**src/rtl/led_pattern_gen.sv**
```systemverilog
// rtl/led_pattern_gen.sv - multi-channel LED pattern generator (off/on/blink/breathe)
module led_pattern_gen #(
  parameter int CHANNELS = 4,
  parameter int DIV_W    = 24,
  parameter int PWM_W    = 8
) (
  input  logic                  pin3_clk_16mhz,
  input  logic                  pin4_rst_n,
  input  logic [2*CHANNELS-1:0] mode,
  output logic [CHANNELS-1:0]   led,
  output logic                  tick_o
);

  localparam logic [1:0] MODE_OFF     = 2'b00;
  localparam logic [1:0] MODE_ON      = 2'b01;
  localparam logic [1:0] MODE_BLINK   = 2'b10;
  localparam logic [1:0] MODE_BREATHE = 2'b11;

  logic [DIV_W-1:0]    presc_q, presc_d;
  logic [PWM_W-1:0]    pwm_cnt_q, pwm_cnt_d;
  logic [CHANNELS-1:0] phase_q, phase_d;
  logic [CHANNELS-1:0] dir_q, dir_d;
  logic [PWM_W-1:0]    duty_q [CHANNELS];
  logic [PWM_W-1:0]    duty_d [CHANNELS];
  logic [CHANNELS-1:0] led_q, led_d;
  logic                tick_q;
  logic                tick;

  always_comb begin
    tick      = &presc_q;
    presc_d   = presc_q + 1'b1;
    pwm_cnt_d = pwm_cnt_q + 1'b1;
    phase_d   = phase_q;
    dir_d     = dir_q;
    led_d     = '0;
    for (int i = 0; i < CHANNELS; i++) begin
      duty_d[i] = duty_q[i];
      // Pattern state runs in every mode so a mode switch resumes mid-pattern.
      if (tick) begin
        phase_d[i] = ~phase_q[i];
        if (dir_q[i]) begin
          if (&duty_q[i]) begin
            dir_d[i]  = 1'b0;
            duty_d[i] = duty_q[i] - 1'b1;
          end else begin
            duty_d[i] = duty_q[i] + 1'b1;
          end
        end else begin
          if (duty_q[i] == '0) begin
            dir_d[i]  = 1'b1;
            duty_d[i] = {{(PWM_W-1){1'b0}}, 1'b1};
          end else begin
            duty_d[i] = duty_q[i] - 1'b1;
          end
        end
      end
      case (mode[2*i +: 2])
        MODE_OFF:     led_d[i] = 1'b0;
        MODE_ON:      led_d[i] = 1'b1;
        MODE_BLINK:   led_d[i] = phase_q[i];
        MODE_BREATHE: led_d[i] = (pwm_cnt_q < duty_q[i]);
        default:      led_d[i] = 1'b0;
      endcase
    end
  end

  always_ff @(posedge pin3_clk_16mhz or negedge pin4_rst_n) begin
    if (!pin4_rst_n) begin
      presc_q   <= '0;
      pwm_cnt_q <= '0;
      led_q     <= '0;
      tick_q    <= 1'b0;
      dir_q     <= '1;
      for (int i = 0; i < CHANNELS; i++) begin
        phase_q[i] <= i[0];
        duty_q[i]  <= '0;
      end
    end else begin
      presc_q   <= presc_d;
      pwm_cnt_q <= pwm_cnt_d;
      led_q     <= led_d;
      tick_q    <= tick;
      dir_q     <= dir_d;
      phase_q   <= phase_d;
      for (int i = 0; i < CHANNELS; i++) begin
        duty_q[i] <= duty_d[i];
      end
    end
  end

  assign led    = led_q;
  assign tick_o = tick_q;

endmodule

```
**config.mk**
```make
export PLATFORM = sky130hd
export DESIGN_NAME = led_pattern_gen
export DESIGN_NICKNAME = d
export VERILOG_FILES = /design/src/rtl/led_pattern_gen.sv
export SDC_FILE = /design/constraint.sdc
export NUM_CORES = 1
export LEC_CHECK = 0
export CAP_MARGIN = 20
export CORE_MARGIN = 2
export CORE_UTILIZATION = 50
export CTS_BUF_LIST = sky130_fd_sc_hd__clkbuf_8
export CTS_CLUSTER_SIZE = 12
export DETAILED_ROUTE_END_ITERATION = 10
export GPL_TIMING_DRIVEN = 0
export PLACE_DENSITY = 0.67
export SLEW_MARGIN = 20
export SYNTH_ARGS = -nofsm -noshare
export SYNTH_HDL_FRONTEND = slang
export SYNTH_SLANG_ARGS = --single-unit
```
**constraint.sdc**
```tcl
create_clock -name pin3_clk_16mhz -period 2.4 [get_ports pin3_clk_16mhz]
set_input_delay 0.24 -clock pin3_clk_16mhz [delete_from_list [all_inputs] [get_ports pin3_clk_16mhz]]
set_output_delay 0.24 -clock pin3_clk_16mhz [all_outputs]
set_load 0.02 [all_outputs]
```
==> results_dict.tcl <==
set metrics [dict create \
    clock-sinks 77 \
    io_buffers 14 \
    place_ws_ns -0.01858 \
    cts_tree "built" \
    via_per_inst 5.866 \
    clock_latency_ns 0.36 \
    final_cell_mix "71 x dfrtp_1, 47 x nand2_1, 42 x ha_1, 41 x inv_1, 30 x a21oi_1" \
    avgSynthCellArea_um2 9.397 \
    dp_cells 691 \
    crit_fanout 6 \
    grt.overflow.total 0 \
    async_reset_ff_share_pct 100.0 \
    synth_seq_area_share_pct 37.91 \
    grt_max_degree 54 \
    grt_use_total_pct 22.63 \
    synthCells 543 \
    wirelength_um 11890 \
    synth_cell_types 55 \
    cp-end-kind "flip-flop" \
    nNetsFinal 630 \
    path_cells "inv_1, ha_1, or4b_2, nor2_1, nor2_1, mux2i_1, o21ai_0" \
    rsz0062_at_grt "false" \
    yosysTopAreaCell "dfrtp_1" \
    worst_slack_ns 0.2041 \
    period_share_pct 91.50 \
    utilization_pct 58.38 \
    clk_pin_slew_ns 0.09 \
    drtAntennaViolNets 0 \
    p_leak_nw 2.639 \
    syn_nets 595 \
    fin_setup_tns_ns 0 \
    synth-main-ff-cell "dfrtp_1" \
    critPathMaxStageDelay_ns 0.60 \
    period_needed_ns 2.196 \
    core_area_mm2 0.009819 \
    via_count 4200 \
    worstPathRequired_ns 2.61 \
    grt_pass1_vias 4092 \
    die_area_mm2 0.01103 \
    setup.worst_path.start_class "flip-flop" \
    cp.arrival_ns 2.41 \
    skew_ns 0.01845 \
    outcome "completed" \
    syn2layout_area_growth_pct 12.36 \
    fmax_ghz 0.4554 \
    htree_levels 3 \
    tightest_slew_ns 0.6772 \
    mostFrequentLayoutCell "dfrtp_1" \
    ys_ff_latch 77 \
    avgRoutedWirePerCell_um 16.61 \
    hold_class "in -> async" \
    drc 0 \
    die_w_um 105.0 \
    setup_viol 0 \
    drt_iter0_drc 234 \
    num_rows 36 \
    n_antenna_cell 0 \
    start_util_pct 51.96 \
    die_height_um 105.0 \
    clockBufferDepth 2 \
    gp_congestion 0.8655 \
    instances_no_fill 716 \
    maxSlewHeadroom_pct 54.85 \
    worst_hold_slack_ns 0.3259 \
    drv_cap 0 \
    antenna_found_initial 0 \
    slowest_stage "or4b_2" \
    cts_buffers 9 \
    drive_gt1_share_pct 10.98 \
    crit_buf_inv 1 \
    ir_worst_vdd_v 0.0003197 \
    dpl.hpwl_um 8333 \
    slew_violations 0 \
    drtPass1Iterations 5 \
    synthTopCellsByArea "dfrtp_1 35%, ha_1 10%, xnor2_1 4.1%, nand2_1 3.5%, mux2i_1 3.1%" \
    worst_path_dominant_cell_family "simple AND/OR/NAND/NOR gates" \
    syn-cell-area_mm2 0.005102 \
    synth_top_area_share_pct 34.82 \
    synth-edff-count 0 \
    ys_warn_count 0 \
    path_common_cell "nor2_1" \
    root_buffer "clkbuf_8" \
    powerDensity_mw_per_mm2 421.6 \
    pin_count 15 \
    crit_type "reg -> reg" \
    grt_pass1_wl_um 20070 \
    hold_violations 0 \
]
path summary, 6_finish.rpt:
| path | start | to | slack [ns] | cells past startpoint |
|---|---|---|---|---|
| setup / recovery | duty_q[8]$_DFFE_PN0P_ | duty_q[9]$_DFFE_PN0P_ | 0.20 | 7 |
| setup reg to reg | duty_q[8]$_DFFE_PN0P_ | duty_q[9]$_DFFE_PN0P_ | 0.20 | 7 |
| hold / removal | pin4_rst_n | duty_q[15]$_DFFE_PN0P_ | 0.33 | 2 |
| max in group asynchronous | pin4_rst_n | dir_q[0]$_DFFE_PN1P_ | 1.42 | 3 |
| hold reg to reg | presc_q[20]$_DFF_PN0_ | presc_q[20]$_DFF_PN0_ | 0.47 | 1 |
| min in group pin3_clk_16mhz | presc_q[20]$_DFF_PN0_ | presc_q[20]$_DFF_PN0_ | 0.47 | 1 |
cell families after synthesis:
kind of cell    share of synthesized area (%)
xor+xnor                                6.008
compound gates                          14.64
simple gates                            21.63
mux                                     4.831
buf+inv                                 4.683
flops                                   37.91
fa+ha+maj                               10.30
worst reg2reg max path, stage by stage, from the launching register on:
cell and delay (ns):
dfrtp_1 0.46, inv_1 0.17, ha_1 0.19, or4b_2 0.61, nor2_1 0.36, nor2_1 0.08
mux2i_1 0.13, o21ai_0 0.08
registers in the layout, summed over array words and instances (netlist names):
signal / count
dir_q: 4
duty_q: 32
led: 4
phase_q: 4
presc_q: 24
pwm_cnt_q: 8
tick_o: 1
metrics by stage:
| stage | area (um^2) | power, mW |
|---|---|---|
| after CTS | 5692 | 2.454 |
| after global routing | 5733 | 2.511 |
| after floorplan | 5102 | 1.341 |
| after detailed placement | 5434 | 1.400 |
| after global placement | 5409 | 1.393 |
| final | 5733 | 2.417 |
what timing repair did:
action	CTS	global route
endpoints found under the hold margin	21	0
resized for setup	0	3
pin swaps	2	1
hold buffers	1	0
cloned	0	0
endpoints found under the setup margin	3	15
setup buffers	5	3
metal layers:
| metal | global-route usage (%) | share of wire (%) | up-vias |
|---|---|---|---|
| met4 | 8.190 | 1.6 | 0 |
| li1 | - | - | 2051 |
| met5 | 0 | 0 | - |
| met1 | 30.88 | 47 | 2048 |
| met3 | 3.244 | 4.2 | 18 |
| met2 | 36.64 | 48 | 83 |
area by class of cell:
class / count / area, um^2
Fill cell: 882 / 4086
Multi-Input combinational cell: 409 / 2948
Sequential cell: 77 / 1934
Timing Repair Buffer: 24 / 235.2
Tap cell: 133 / 166.4
Clock buffer: 12 / 165.2
Inverter: 42 / 157.7
Buffer: 15 / 81.33
Clock inverter: 4 / 45.04
synth_stat cells (all sizes together) (15+ instances only):
| library cell | n |
|---|---|
| and3 | 16 |
| nand2 | 47 |
| o21ai | 33 |
| nand3 | 27 |
| ha | 42 |
| a21oi | 30 |
| inv | 41 |
| nor2 | 23 |
| nor3 | 15 |
| nand4 | 21 |
| mux2i | 16 |
| a21o | 15 |
| xnor2 | 24 |
| dfrtp | 71 |
power breakdown:
group / switching, mW / internal (mW)
Combinational: 0.0400 / 0.0311
Sequential: 0.00125 / 1.30
Clock: 0.483 / 0.561
No activity file was read; power rests on OpenSTA's default activity.
==> edit, RTL diff (same settings) <==
The output `led` loses its register stage (`led_q` becomes a continuous assignment).
--- a/src/rtl/led_pattern_gen.sv
+++ b/src/rtl/led_pattern_gen.sv
@@ -69,5 +69,4 @@
       presc_q   <= '0;
       pwm_cnt_q <= '0;
-      led_q     <= '0;
       tick_q    <= 1'b0;
       dir_q     <= '1;
@@ -79,5 +78,4 @@
       presc_q   <= presc_d;
       pwm_cnt_q <= pwm_cnt_d;
-      led_q     <= led_d;
       tick_q    <= tick;
       dir_q     <= dir_d;
@@ -89,4 +87,6 @@
   end
 
+  assign led_q = led_d;
+
   assign led    = led_q;
   assign tick_o = tick_q;
Check against the original RTL: not equivalent (a bounded check fails within 4 cycles, from zero or initial values and one cycle with pin4_rst_n low).
==> edit against the original RTL <==
Final area shrank 3.4%; wire length shrank 3.1%; area after synthesis fell by 2.1%; global-route usage down 0.67 points; die area shrank 2.0%; power fell by 11%; synthesized cell count rose by 0.74%; utilization decreased by 1.5 points; combinational power fell by 6.9%; worst setup slack got worse by 53 ps; sequential cell count is 4 lower; highest routed layer unchanged.
==> edit: results (changes against the original RTL) <==
CTS
  • Clock buffer count from CTS: 9 (unchanged)
  • Number of post-CTS setup repair buffers: 2 (-3)
  • CTS resizes: 23 (+23)

Power
  • Sequential Power Share: 0.569 (+0.031)
  • Clk pwr share: 0.400 (-0.032)
  • Int Pwr: 1.67 mW (-11%)
  • Peak supply drop: 0.296 mV (-7.4%)
  • Leakage Power: 2.41 nW (-8.7%)
  • Total power: 2.16 mW (-11%)

Synth
  • Post-synthesis sequential area ratio: 0.367 (-0.0121)
  • Post-Synthesis Cells: 547 (+0.74%)
  • Adder and majority gate portion of the synthesized area: 0.105 (+0.00217)
  • Net Count, Synth: 599 (+0.67%)
  • Synth top area cells: dfrtp_1, ha_1, xnor2_1
  • Synth Area in Compound Gates: 0.165 (+0.0191)
  • Cell variety after synth: 67 (+22%)
  • XOR/XNOR Fraction of Synth Area: 0.0648 (+0.00477)
  • Post-synthesis mux area share: 0.0223 (-0.0260)

Placement
  • Hpwl dp: 8.19 mm (-1.7%)
  • Setup WS pre-CTS: -34.0 ps (-15.5 ps)
  • Post-Place Cells: 695 (+0.58%)
  • Dpl cell area: 5320 sq um (-2.1%)

Timing
  • Worst Max-Slew Pin Slew: 551 ps (-126 ps)
  • Clk_skew: 9.43 ps (-9.02 ps)
  • Final worst setup slack: 152 ps (-52.5 ps)

Worst setup path
  • Critical Path AT: 2010 ps (-400 ps)
  • R2r endpoint: duty_q[12]
  • CP Launch Point: pwm_cnt_q[5]
  • Setup crit end: led[1]

Global route
  • Vias in the first global route: 4045 (-1.1%)
  • Pin count of the biggest net entering global routing: 43 (-20%)
  • Global-route wire length before repair: 19.4 mm (-3.5%)

Layout
  • Fillers: 894 (+1.4%)
  • Fin nets: 629 (-0.16%)
  • Share of layout cells above drive strength 1: 0.143 (+0.0331)

Drt
  • Wire per inst: 16.1 microns (-2.8%)
  • Vias per cell: 5.94 (+1.3%)
  • DR vias: 4241 (+0.98%)
  • Initial DRC count: 182 (-22%)

Run status
  • Outcome: finished clean
## edit: cell types whose count changed after synthesis, moves of 6 or more
cell,change
mux2i_1,-12
nand2_1,-12
nor2_1,+12
o21ai_0,-9
a31oi_1,+8
o21ai_1,+7
a21o_1,-6
o22ai_1,+6
## edit: per-layer routing
layer,global-route usage,wire length [microns],vias up
li1,-,-,2070
met1,0.291,5350,2038
met2,0.362,5490,109
met3,0.0363,433,24
met4,0.0811,255,0
met5,0,0,-
## edit: layout make-up
type / instances / area, sq um / area share
plain buffers: 23 / 140 / 0.0253
inverters: 37 / 139 / 0.0251
clock inverters: 4 / 22.5 / 0.00407
multi-input cells: 412 / 2890 / 0.522
repair buffers: 21 / 188 / 0.0339
well taps: 133 / 166 / 0.0300
flip-flops and latches: 73 / 1840 / 0.333
clock buffers: 11 / 151 / 0.0273
## edit: critical path, stage by stage, from the launching register on
cell and delay, ps:
dfrtp_2 470, ha_1 350, a21o_1 180, a21oi_1 130, o211ai_1 120, a41oi_1 210, buf_2 190
